$ cat config.mk
export PLATFORM = sky130hd
export DESIGN_NAME = ddr3_rw_arb
export DESIGN_NICKNAME = d
export VERILOG_FILES = /design/src/rtl/ddr3_rw_arb.sv
export SDC_FILE = /design/constraint.sdc
export NUM_CORES = 1
export LEC_CHECK = 0
export BUFFER_PORTS_ARGS = -buffer_cell sky130_fd_sc_hd__buf_2
export CORE_ASPECT_RATIO = 1.4
export CORE_MARGIN = 1
export CORE_UTILIZATION = 25
export CTS_CLUSTER_SIZE = 24
export DETAILED_ROUTE_END_ITERATION = 8
export GPL_TIMING_DRIVEN = 0
export HOLD_SLACK_MARGIN = 0.06
export PLACE_DENSITY = 0.38
export SLEW_MARGIN = 15
export SYNTH_ARGS = -nofsm -noshare
export SYNTH_HDL_FRONTEND = slang
export SYNTH_SLANG_ARGS = --single-unit
export TNS_END_PERCENT = 30
$ cat constraint.sdc
create_clock -name ui_clk -period 11.7 [get_ports ui_clk]
set_input_delay 1.17 -clock ui_clk [delete_from_list [all_inputs] [get_ports ui_clk]]
set_output_delay 1.17 -clock ui_clk [all_outputs]
set_load 0.02 [all_outputs]
$ cat src/rtl/ddr3_rw_arb.sv
// ddr3_rw_arb -- multi-channel frame-buffer read/write arbiter in front of a MIG
// user interface. It uses round-robin arbitration over one write and one read
// requester per channel. Each channel keeps its own address pointer and
// ping-pong bank. A read-tag FIFO routes returning read data to the channel
// that issued the command.
//
// Ports
//   ui_clk, rst_n            clock, synchronous active-low reset
//   init_calib_complete      MIG calibration done; low parks the FSM in INIT
//   app_rdy, app_wdf_rdy     MIG command / write-data handshake
//   app_rd_data_valid        MIG read data strobe
//   app_en/cmd/addr          MIG command outputs
//   app_wdf_wren/end         MIG write-data strobes (one beat per burst)
//   wr_/rd_addr_min/max      per-channel region bounds (slice i = channel i)
//   wr_/rd_bust_len          per-channel burst length in beats
//   wfifo_rcount             write-FIFO fill levels
//   rfifo_wcount             read-FIFO fill levels
//   wr_load, rd_load         per-channel frame restart (pointer clear)
//   rd_valid                 per-channel read enable
//   pingpang_en              global ping-pong enable
//   wfifo_rden, rfifo_wren   one-hot per-channel FIFO strobes
//   busy, cur_ch, tag_err    status: burst active, granted channel, sticky tag underflow
module ddr3_rw_arb #(
  parameter int CH_NUM    = 2,
  parameter int ADDR_W    = 28,
  parameter int LEN_W     = 8,
  parameter int CNT_W     = 10,
  parameter int ADDR_STEP = 8,
  parameter int PP_BIT    = 26,
  parameter int RF_DEPTH  = 512,
  parameter int TAG_DEPTH = 256,
  localparam int CH_W     = (CH_NUM > 1) ? $clog2(CH_NUM) : 1
) (
  input  logic                     ui_clk,
  input  logic                     rst_n,
  input  logic                     init_calib_complete,
  input  logic                     app_rdy,
  input  logic                     app_wdf_rdy,
  input  logic                     app_rd_data_valid,
  output logic                     app_en,
  output logic [2:0]               app_cmd,
  output logic [ADDR_W-1:0]        app_addr,
  output logic                     app_wdf_wren,
  output logic                     app_wdf_end,
  input  logic [CH_NUM*ADDR_W-1:0] wr_addr_min,
  input  logic [CH_NUM*ADDR_W-1:0] wr_addr_max,
  input  logic [CH_NUM*ADDR_W-1:0] rd_addr_min,
  input  logic [CH_NUM*ADDR_W-1:0] rd_addr_max,
  input  logic [CH_NUM*LEN_W-1:0]  wr_bust_len,
  input  logic [CH_NUM*LEN_W-1:0]  rd_bust_len,
  input  logic [CH_NUM*CNT_W-1:0]  wfifo_rcount,
  input  logic [CH_NUM*CNT_W-1:0]  rfifo_wcount,
  input  logic [CH_NUM-1:0]        wr_load,
  input  logic [CH_NUM-1:0]        rd_load,
  input  logic [CH_NUM-1:0]        rd_valid,
  input  logic                     pingpang_en,
  output logic [CH_NUM-1:0]        wfifo_rden,
  output logic [CH_NUM-1:0]        rfifo_wren,
  output logic                     busy,
  output logic [CH_W-1:0]          cur_ch,
  output logic                     tag_err
);

  localparam logic [1:0] INIT  = 2'd0;
  localparam logic [1:0] IDLE  = 2'd1;
  localparam logic [1:0] WRITE = 2'd2;
  localparam logic [1:0] READ  = 2'd3;

  localparam int REQ_N  = 2 * CH_NUM;
  localparam int RQ_W   = $clog2(REQ_N);
  localparam int TAG_AW = $clog2(TAG_DEPTH);
  localparam int TAG_CW = TAG_AW + 1;
  localparam logic [ADDR_W-1:0] STEP = ADDR_W'(ADDR_STEP);

  logic [1:0]        state;
  logic [RQ_W-1:0]   last_grant;
  logic              dir;          // 1 = read burst
  logic [LEN_W-1:0]  len_lat;
  logic [LEN_W-1:0]  beat_cnt;
  logic [ADDR_W-1:0] min_lat, max_lat;

  logic [ADDR_W-1:0] wr_ptr [CH_NUM];
  logic [ADDR_W-1:0] rd_ptr [CH_NUM];
  logic [CH_NUM-1:0] wr_bank, rd_bank, wr_pend, rd_pend;

  logic [CH_W-1:0]   tag_mem [TAG_DEPTH];
  logic [TAG_AW-1:0] tag_wp, tag_rp;
  logic [TAG_CW-1:0] tag_cnt;
  logic [CH_W-1:0]   tag_head;
  logic              tag_push, tag_pop;

  logic [REQ_N-1:0]  req;
  logic              grant_found;
  logic [RQ_W-1:0]   grant_idx, cand_idx;
  logic [CH_W-1:0]   grant_ch;
  int                cand;

  logic [ADDR_W-1:0] cur_ptr, base_addr, next_ptr, addr_out;
  logic              cur_bank, wrap_hit, beat, last_beat;

  // Request vector: even index = write of channel gi, odd index = read.
  for (genvar gi = 0; gi < CH_NUM; gi++) begin : g_req
    assign req[2*gi] = (wr_bust_len[gi*LEN_W +: LEN_W] != '0) &&
                       (32'(wfifo_rcount[gi*CNT_W +: CNT_W]) >= 32'(wr_bust_len[gi*LEN_W +: LEN_W]));
    assign req[2*gi+1] = rd_valid[gi] && (rd_bust_len[gi*LEN_W +: LEN_W] != '0) &&
                         (32'(rfifo_wcount[gi*CNT_W +: CNT_W]) + 32'(rd_bust_len[gi*LEN_W +: LEN_W])
                          <= 32'(RF_DEPTH)) &&
                         (32'(TAG_DEPTH) - 32'(tag_cnt) >= 32'(rd_bust_len[gi*LEN_W +: LEN_W]));
    assign wfifo_rden[gi] = (state == WRITE) && app_rdy && app_wdf_rdy && (cur_ch == CH_W'(gi));
    assign rfifo_wren[gi] = tag_pop && (tag_head == CH_W'(gi));
  end

  // Round-robin search starting just after the previous winner.
  always_comb begin
    grant_found = 1'b0;
    grant_idx   = '0;
    cand        = 0;
    cand_idx    = '0;
    for (int off = 0; off < REQ_N; off++) begin
      cand     = (int'(last_grant) + 1 + off) % REQ_N;
      cand_idx = RQ_W'(cand);
      if (!grant_found && req[cand_idx]) begin
        grant_found = 1'b1;
        grant_idx   = cand_idx;
      end
    end
  end
  assign grant_ch = CH_W'(grant_idx >> 1);

  // Beat address and wrap decision for the active channel/direction.
  always_comb begin
    cur_ptr   = dir ? rd_ptr[cur_ch] : wr_ptr[cur_ch];
    cur_bank  = dir ? rd_bank[cur_ch] : wr_bank[cur_ch];
    base_addr = min_lat + cur_ptr;
    wrap_hit  = (base_addr + STEP) >= max_lat;
    next_ptr  = wrap_hit ? '0 : cur_ptr + STEP;
    addr_out  = base_addr;
    addr_out[PP_BIT] = cur_bank & pingpang_en;
  end

  assign busy         = (state == WRITE) || (state == READ);
  assign beat         = ((state == WRITE) && app_rdy && app_wdf_rdy) || ((state == READ) && app_rdy);
  assign last_beat    = beat && (beat_cnt == len_lat - LEN_W'(1));
  assign app_en       = busy;
  assign app_cmd      = (state == READ) ? 3'b001 : 3'b000;
  assign app_addr     = busy ? addr_out : '0;
  assign app_wdf_wren = (state == WRITE);
  assign app_wdf_end  = (state == WRITE);

  always_ff @(posedge ui_clk) begin
    if (!rst_n) begin
      state      <= INIT;
      last_grant <= RQ_W'(REQ_N - 1);
      cur_ch     <= '0;
      dir        <= 1'b0;
      len_lat    <= '0;
      beat_cnt   <= '0;
      min_lat    <= '0;
      max_lat    <= '0;
    end else if (!init_calib_complete) begin
      state <= INIT;
    end else begin
      case (state)
        INIT: state <= IDLE;
        IDLE: if (grant_found) begin
          last_grant <= grant_idx;
          cur_ch     <= grant_ch;
          dir        <= grant_idx[0];
          beat_cnt   <= '0;
          len_lat    <= grant_idx[0] ? rd_bust_len[grant_ch*LEN_W +: LEN_W]
                                     : wr_bust_len[grant_ch*LEN_W +: LEN_W];
          min_lat    <= grant_idx[0] ? rd_addr_min[grant_ch*ADDR_W +: ADDR_W]
                                     : wr_addr_min[grant_ch*ADDR_W +: ADDR_W];
          max_lat    <= grant_idx[0] ? rd_addr_max[grant_ch*ADDR_W +: ADDR_W]
                                     : wr_addr_max[grant_ch*ADDR_W +: ADDR_W];
          state      <= grant_idx[0] ? READ : WRITE;
        end
        WRITE, READ: if (beat) begin
          if (last_beat) state <= IDLE;
          else           beat_cnt <= beat_cnt + LEN_W'(1);
        end
        default: state <= INIT;
      endcase
    end
  end

  // Pointer/bank update. A load that lands mid-burst is parked in *_pend and
  // applied on the final beat (or as soon as the burst is no longer active).
  always_ff @(posedge ui_clk) begin
    if (!rst_n) begin
      for (int i = 0; i < CH_NUM; i++) begin
        wr_ptr[i] <= '0;
        rd_ptr[i] <= '0;
      end
      wr_bank <= '0;
      rd_bank <= '0;
      wr_pend <= '0;
      rd_pend <= '0;
    end else begin
      for (int i = 0; i < CH_NUM; i++) begin
        if ((state == WRITE) && (cur_ch == CH_W'(i))) begin
          if (beat) begin
            wr_ptr[i] <= (last_beat && (wr_pend[i] || wr_load[i])) ? '0 : next_ptr;
            if (wrap_hit && pingpang_en) wr_bank[i] <= ~wr_bank[i];
          end
          if (last_beat)      wr_pend[i] <= 1'b0;
          else if (wr_load[i]) wr_pend[i] <= 1'b1;
        end else if (wr_load[i] || wr_pend[i]) begin
          wr_ptr[i]  <= '0;
          wr_pend[i] <= 1'b0;
        end
        if ((state == READ) && (cur_ch == CH_W'(i))) begin
          if (beat) begin
            rd_ptr[i] <= (last_beat && (rd_pend[i] || rd_load[i])) ? '0 : next_ptr;
            // Read side follows the bank the writer just left.
            if (wrap_hit) rd_bank[i] <= pingpang_en & ~wr_bank[i];
          end
          if (last_beat)      rd_pend[i] <= 1'b0;
          else if (rd_load[i]) rd_pend[i] <= 1'b1;
        end else if (rd_load[i] || rd_pend[i]) begin
          rd_ptr[i]  <= '0;
          rd_pend[i] <= 1'b0;
        end
      end
    end
  end

  // Read-tag FIFO: one entry per issued read beat, popped per returned beat.
  assign tag_push = (state == READ) && app_rdy;
  assign tag_pop  = app_rd_data_valid && (tag_cnt != '0);
  assign tag_head = tag_mem[tag_rp];

  always_ff @(posedge ui_clk) begin
    if (tag_push) tag_mem[tag_wp] <= cur_ch;
  end

  always_ff @(posedge ui_clk) begin
    if (!rst_n) begin
      tag_wp  <= '0;
      tag_rp  <= '0;
      tag_cnt <= '0;
      tag_err <= 1'b0;
    end else begin
      if (tag_push) tag_wp <= (tag_wp == TAG_AW'(TAG_DEPTH - 1)) ? '0 : tag_wp + 1'b1;
      if (tag_pop)  tag_rp <= (tag_rp == TAG_AW'(TAG_DEPTH - 1)) ? '0 : tag_rp + 1'b1;
      case ({tag_push, tag_pop})
        2'b10:   tag_cnt <= tag_cnt + 1'b1;
        2'b01:   tag_cnt <= tag_cnt - 1'b1;
        default: tag_cnt <= tag_cnt;
      endcase
      if (app_rd_data_valid && (tag_cnt == '0)) tag_err <= 1'b1;
    end
  end

endmodule
==> reports/qor.yml, run 1 <==
cts_sinks: 489
r2r_setup_slack_ns: 1.79
diodes: 0
yosysSeqAreaShare_pct: 47.4
crit_slowest_cell: "buf_1"
overflow: 0
syn_to_final_growth_pct: 20.5
pwr-share-comb_pct: 29.0
die-area_um2: 110000
final-hold-violation-count: 0
firstDrtPassIters: 8
worstSkewPairLatency_ns: 0.65
status: "finished clean"
cts_setup_buffers: 0
whs_ns: 0.462
report.power.total_mw: 5.23
drc: 0
power.static_leakage_nw: 12.7
die_x_um: 281
vias: 21472
hold_path_class: "flop to flop"
syn_area_um2: 27200
htreeDepth: 2
final_area_um2: 32800
cp.arrival_ns: 10.40
placed_area_um2: 31000
fin_crit_sh_pct: 84.7
synth_cells: 2474
skew_ns: 0.0271
drv_slew: 0
crit_path_end_kind: "flop"
tightestPinTransition_ns: 1.25
cp-start-kind: "flop"
cts_tree: "built"
post-dp-hpwl_mm: 79.7
async_reset_ff_share_pct: 0
fmax_ghz: 0.101
drtAntennaViolNets: 0
rsz0062_at_grt: "false"
core_um2: 107000
synth_largest_area_cell: "edfxtp_1"
setup-tns-final_ns: 0
avgSynthCellArea_um2: 11.0
max_stage_delay_ns: 0.71
ys.flop_type: "edfxtp_1"
switchingPower_mw: 1.72
fin_crit_ns: 9.91
wire_per_inst_um: 23.6
crit_required_ns: 12.19
drt_iter0_markers: 1131
netlist.area_leader.share_pct: 34.4
gp_congestion: 0.889
drive_above_1_share_pct: 20.9
switching_share_pct: 32.9
power_density_nw_per_um2: 159
via_per_inst: 4.91
seq_power_share_pct: 36.6
critPathKind: "flop to flop"
cts_hold_buf: 0
ir_drop_mv: 0.113
ioPinCount: 350
dp_cells: 4268
synth.distinct_cells: 72
post_cts_resized: 0
chipHeight_um: 393
cts-buffers-inserted: 57
grt_pass1_wl_mm: 149
r2r_cells: 30
slew_headroom_pct: 16.4
yosysWarnings: 0
grt_antenna_before_repair: 8
min_path_cells: 1
rows: 142
first_global_vias: 22665
p_int_mw: 3.51
nets: 3322
numPortBuffers: 345
cts_buffer_depth: 3
synth_edf_count: 312
fin_cells: 4376
drv_cap: 0
synthTopCellsByArea: "edfxtp_1 (34%), dfxtp_1 (13%), mux4_2 (9.3%)"
synth_seq_cells: 489
grt_max_degree: 101
setup_violations: 0
track_usage_pct: 18.5
path_clk_slew_ns: 0.06
p_clk_share_pct: 34.4
root_buffer: "clkbuf_16"
crit_fanout: 10
totalWireLength_mm: 103
start_util_pct: 25.3
==> cells in the mapped netlist (5+ instances only) <==
library cell and count:
nor2_1 351, edfxtp_1 312, dfxtp_1 177, nand2_1 159, mux2i_1 137, ha_1 122
inv_1 119, clkbuf_1 114, mux4_2 113, nor3_1 95, a21oi_1 68, o221ai_1 67
xnor2_1 67, o21ai_0 46, nand3_1 45, xor2_1 45, and2_1 30, a22o_1 29
a21o_1 28, a32o_1 28, and3_1 27, nor2b_1 24, buf_2 22, nand2b_1 20
nor4_1 20, nand4_1 19, o21a_1 16, or3_1 13, buf_1 12, o2111ai_1 12
o211ai_1 12, a211oi_1 11, a31oi_1 7, o31ai_1 7, buf_4 6, or2_2 6
a2111oi_0 5, clkbuf_2 5, nand3b_1 5, nor3b_1 5
==> power groups by stage <==
stage / clock network (mW) / logic, mW / registers, mW
after floorplan: 0 / 1.00 / 1.94
after global placement: 0 / 1.50 / 1.96
after detailed placement: 0 / 1.53 / 1.95
after CTS: 1.85 / 1.54 / 1.91
after global routing: 1.91 / 1.67 / 1.92
final: 1.80 / 1.52 / 1.91
==> sequential cells by signal, summed over array words and instances, names as in the netlist, named ones only <==
name and cells:
wr_bank 2, wr_ptr 56, state 2, wr_pend 2, rd_pend 2, len_lat 8
rd_ptr 56, tag_wp 8, tag_err 1, min_lat 28, tag_cnt 9, max_lat 28
dir 1, tag_mem 256, last_grant 2, rd_bank 2, cur_ch 1, beat_cnt 8
tag_rp 8
==> cells in the final DEF, fill, tap and decap left out, types with 7 or more instances in the layout <==
master,n
buf_2,374
nor2_1,351
edfxtp_1,312
dfxtp_1,176
nand2_1,159
mux2i_1,137
clkbuf_1,128
ha_1,122
inv_1,119
mux4_2,113
nor3_1,93
a21oi_1,67
xnor2_1,67
o221ai_1,67
clkbuf_16,57
nand3_1,45
xor2_1,45
o21ai_0,44
and2_1,30
a22o_1,29
a21o_1,28
a32o_1,28
and3_1,27
nor2b_1,24
nand2b_1,20
nor4_1,20
nand4_1,19
o21a_1,16
clkinv_1,14
or3_1,13
o2111ai_1,12
o211ai_1,12
a211oi_1,11
clkinv_2,9
buf_4,8
a31oi_1,7
o31ai_1,7
==> per-stage QoR <==
step | util [%] | setup WS [ns]
3_3_place_gp | 28.6 | 0.252
3_5_place_dp | 28.8 | 1.71
6_report | 30.5 | 1.79
5_1_grt | 30.5 | 1.05
2_1_floorplan | - | 4.28
4_1_cts | 30.5 | 1.61
==> layout make-up <==
cell class | instances | area, um2
fill | 11091 | 74700
multi-input combinational | 1706 | 13300
sequential | 489 | 12900
timing repair buffer | 353 | 1880
tap | 1440 | 1800
clock buffer | 75 | 1520
buffer | 159 | 663
inverter | 121 | 454
clock inverter | 33 | 330
==> layer usage <==
metal	global-route usage (%)	share of wire, %	up-vias
met5	0	0.086	-
met4	7.86	4.4	14
met3	3.27	4.9	174
met2	35.3	53	571
met1	19.6	37	10676
li1	-	-	10037
==> worst max-delay path: cells and delay by family, from the launching register on <==
| family | cells | cell delay (ns) |
|---|---|---|
| buf+inv | 7 | 2.87 |
| fa+ha+maj | 3 | 0.73 |
| xor+xnor | 1 | 0.20 |
| simple gates | 9 | 2.70 |
| flops | 1 | 0.40 |
| mux | 1 | 0.70 |
| compound gates | 9 | 2.10 |
==> cells by family after synthesis <==
kind of cell               share of synthesized area [%]
DFF                                                 47.4
muxes                                               14.4
other                                             0.0138
AOI/OAI and AO/OA                                   10.6
buffers and inverters                               4.07
and+or+nand+nor                                     14.0
adders and majority gates                           5.90
xor gates and xnor gates                            3.60
==> worst paths after layout <==
kind	from	endpoint
worst min register to register	wr_ptr[1][22]	wr_ptr[1][22]
worst max-delay path	dir	rd_ptr[0][2]
worst max register to register	dir	rd_ptr[0][2]
worst min-delay path	wr_ptr[1][22]	wr_ptr[1][22]
Power figures use the tool's default switching activity.
==> run 2, diff against run 1 <==
Clock period 11.7 ns to 9.4 ns, I/O delays scaled along.
==> run 2 against run 1 <==
Hold slack got worse by 0.0013 ns; die area did not move; register-to-register slack worse by 1.2 ns; via count down 0.21%; critical path depth fell by 4; power rose by 25%; design area about the same; core utilization about the same; combinational power increased by 24%; maximum frequency rose by 13%; critical path type unchanged; largest power group unchanged.
==> reports/qor.yml, run 2 (synthesis results as in run 1) <==
status: "finished clean"  # unchanged
grt_pass1_wl_mm: 149  # about the same
totalWireLength_mm: 103  # about the same
final-hold-violation-count: 0  # unchanged
gp_congestion: 0.889  # unchanged
r2r_setup_slack_ns: 0.60  # was 1.79 ns
fmax_ghz: 0.114  # was 0.101 GHz
report.power.total_mw: 6.52  # was 5.23 mW
via_per_inst: 4.90  # was 4.91
cp.arrival_ns: 9.16  # was 10.40 ns
die-area_um2: 110000  # unchanged
place_ws_ns: -0.593  # was 1.71 ns
nets: 3319  # was 3,322
fin_util_pct: 30.5  # about the same
cts_buffer_depth: 3  # unchanged
track_usage_pct: 18.4  # was 18.5%
placed_area_um2: 31000  # unchanged
final_common_cell: "buf_2"  # unchanged
hold_path_class: "flop to flop"  # unchanged
ioPinCount: 350  # unchanged
power.static_leakage_nw: 12.7  # about the same
r2r_cells: 26  # was 30
final_area_um2: 32800  # about the same
cts_hold_buf: 0  # unchanged
tightestPinTransition_ns: 1.23  # was 1.25 ns
slew_headroom_pct: 18.0  # was 16.4%
root_buffer: "clkbuf_16"  # unchanged
rsz0062_at_grt: "true"  # was false
ir_drop_mv: 0.142  # was 0.113 mV
setup_slack_ns: 0.597  # was 1.79 ns
crit_end: "rd_ptr[0][21]"  # was rd_ptr[0][2]
drt_iter0_markers: 1068  # was 1,131
largest_reg_flops: 256  # unchanged
drc: 0  # unchanged
whs_ns: 0.460  # was 0.462 ns
drtAntennaViolNets: 0  # unchanged
setup_violations: 0  # unchanged
grt_antenna_before_repair: 8  # unchanged
rows: 142  # unchanged
power_density_nw_per_um2: 199  # was 159 nW/um2
final_cell_mix: "buf_2 (372), nor2_1 (350), edfxtp_1 (312)"  # was buf_2 (374), nor2_1 (351), edfxtp_1 (312)
reg_top3: "tag_mem (256), rd_ptr (56), wr_ptr (56)"  # unchanged
crit_fanout: 19  # was 10
fin_cells: 4374  # was 4,376
drv_cap: 0  # unchanged
critPathKind: "flop to flop"  # unchanged
htreeDepth: 2  # unchanged
start_util_pct: 25.3  # unchanged
grt_max_degree: 101  # unchanged
cts-buffers-inserted: 57  # unchanged
first_global_vias: 22659  # was 22,665
dp_cells: 4268  # unchanged
vias: 21427  # was 21,472
r2r-end: "rd_ptr[0][21]"  # was rd_ptr[0][2]
die_x_um: 281  # unchanged
drv_slew: 0  # unchanged
numPortBuffers: 345  # unchanged
core_um2: 107000  # unchanged
drive_above_1_share_pct: 21.1  # was 20.9%
r2r_start: "dir"  # unchanged
fin_crit_sh_pct: 93.6  # was 84.7%
crit_path_end_kind: "flop"  # unchanged
post-dp-hpwl_mm: 79.7  # unchanged
cts_setup_buffers: 0  # unchanged
overflow: 0  # unchanged
critPathLaunch: "dir"  # unchanged
cts_tree: "built"  # unchanged
wire_per_inst_um: 23.6  # about the same
firstDrtPassIters: 4  # was 8
top_register: "tag_mem"  # unchanged
cts_sinks: 489  # unchanged
worstSkewPairLatency_ns: 0.65  # about the same
setup-tns-final_ns: 0  # unchanged
fin_crit_ns: 8.80  # was 9.91 ns
crit_required_ns: 9.75  # was 12.19 ns
chipHeight_um: 393  # unchanged
cp-start-kind: "flop"  # unchanged
skew_ns: 0.0248  # was 0.0271 ns
syn_to_final_growth_pct: 20.5  # about the same
path_clk_slew_ns: 0.06  # about the same
## run 2: cell count changes in the layout (fill, tap and decap cells not counted), sizes merged
cell / delta
buf: -3
diode: +1
## run 2: worst min path at each step
stage,startpoint,endpoint,slack (ns),cells past startpoint
2_1_floorplan,max_lat[10],max_lat[10],0.43,2
3_3_place_gp,wr_ptr[1][1],wr_ptr[1][1],0.44,1
3_5_place_dp,wr_ptr[1][15],wr_ptr[1][15],0.45,1
4_1_cts,wr_ptr[1][11],wr_ptr[1][11],0.46,1
5_1_grt,wr_ptr[1][8],wr_ptr[1][8],0.48,1
6_report,wr_ptr[1][11],wr_ptr[1][11],0.46,1
## run 2: what timing repair did
item,CTS,global route
setup endpoints to repair,100,72
resized for setup,1,10
pin swaps,0,0
gates cloned,0,0
## run 2: metal layers
| layer | vias to the layer above | global-route usage, % | share of wire (%) |
|---|---|---|---|
| met1 | 10658 | 19.5 | 37 |
| met3 | 172 | 3.29 | 5.1 |
| li1 | 10026 | - | - |
| met4 | 12 | 7.86 | 4.4 |
| met5 | - | 0 | 0.073 |
| met2 | 559 | 35.3 | 53 |
## run 2: report_power, final
| group | total [mW] | leakage [nW] | internal, mW | switching, mW |
|---|---|---|---|---|
| clock network | 2.24 | 0.900 | 1.30 | 0.940 |
| registers | 2.38 | 4.49 | 2.33 | 0.0506 |
| logic | 1.89 | 7.36 | 0.740 | 1.15 |
| total | 6.52 | 12.7 | 4.38 | 2.14 |
## run 2: final cells by class
type                            instances  area [um2]
Clock buffer                           75        1520
Buffer                                156         662
Multi-Input combinational cell       1706       13300
Antenna cell                            1        2.50
Tap cell                             1440        1800
Clock inverter                         33         330
Fill cell                           11085       74700
Inverter                              121         454
Sequential cell                       489       12900
Timing Repair Buffer                  353        1880
## run 2: worst max-delay path, stage by stage, from the launching register on
cell	delay [ns]
dfxtp_1	0.38
clkbuf_1	0.38
clkbuf_4	0.39
buf_4	0.42
mux4_2	0.66
ha_1	0.26
inv_1	0.07
fa_1	0.20
nor2b_1	0.07
o31a_1	0.28
o41a_1	0.43
o21a_1	0.23
or4_1	0.63
nor3_1	0.39
nand4_1	0.28
nor3_2	0.36
nand4_1	0.18
xnor2_1	0.17
ha_1	0.30
nand4_1	0.09
nor2_1	0.22
o2111ai_1	0.16
nor4_1	0.59
or2_2	0.22
clkbuf_1	0.29
clkbuf_1	0.63
nor3_1	0.18
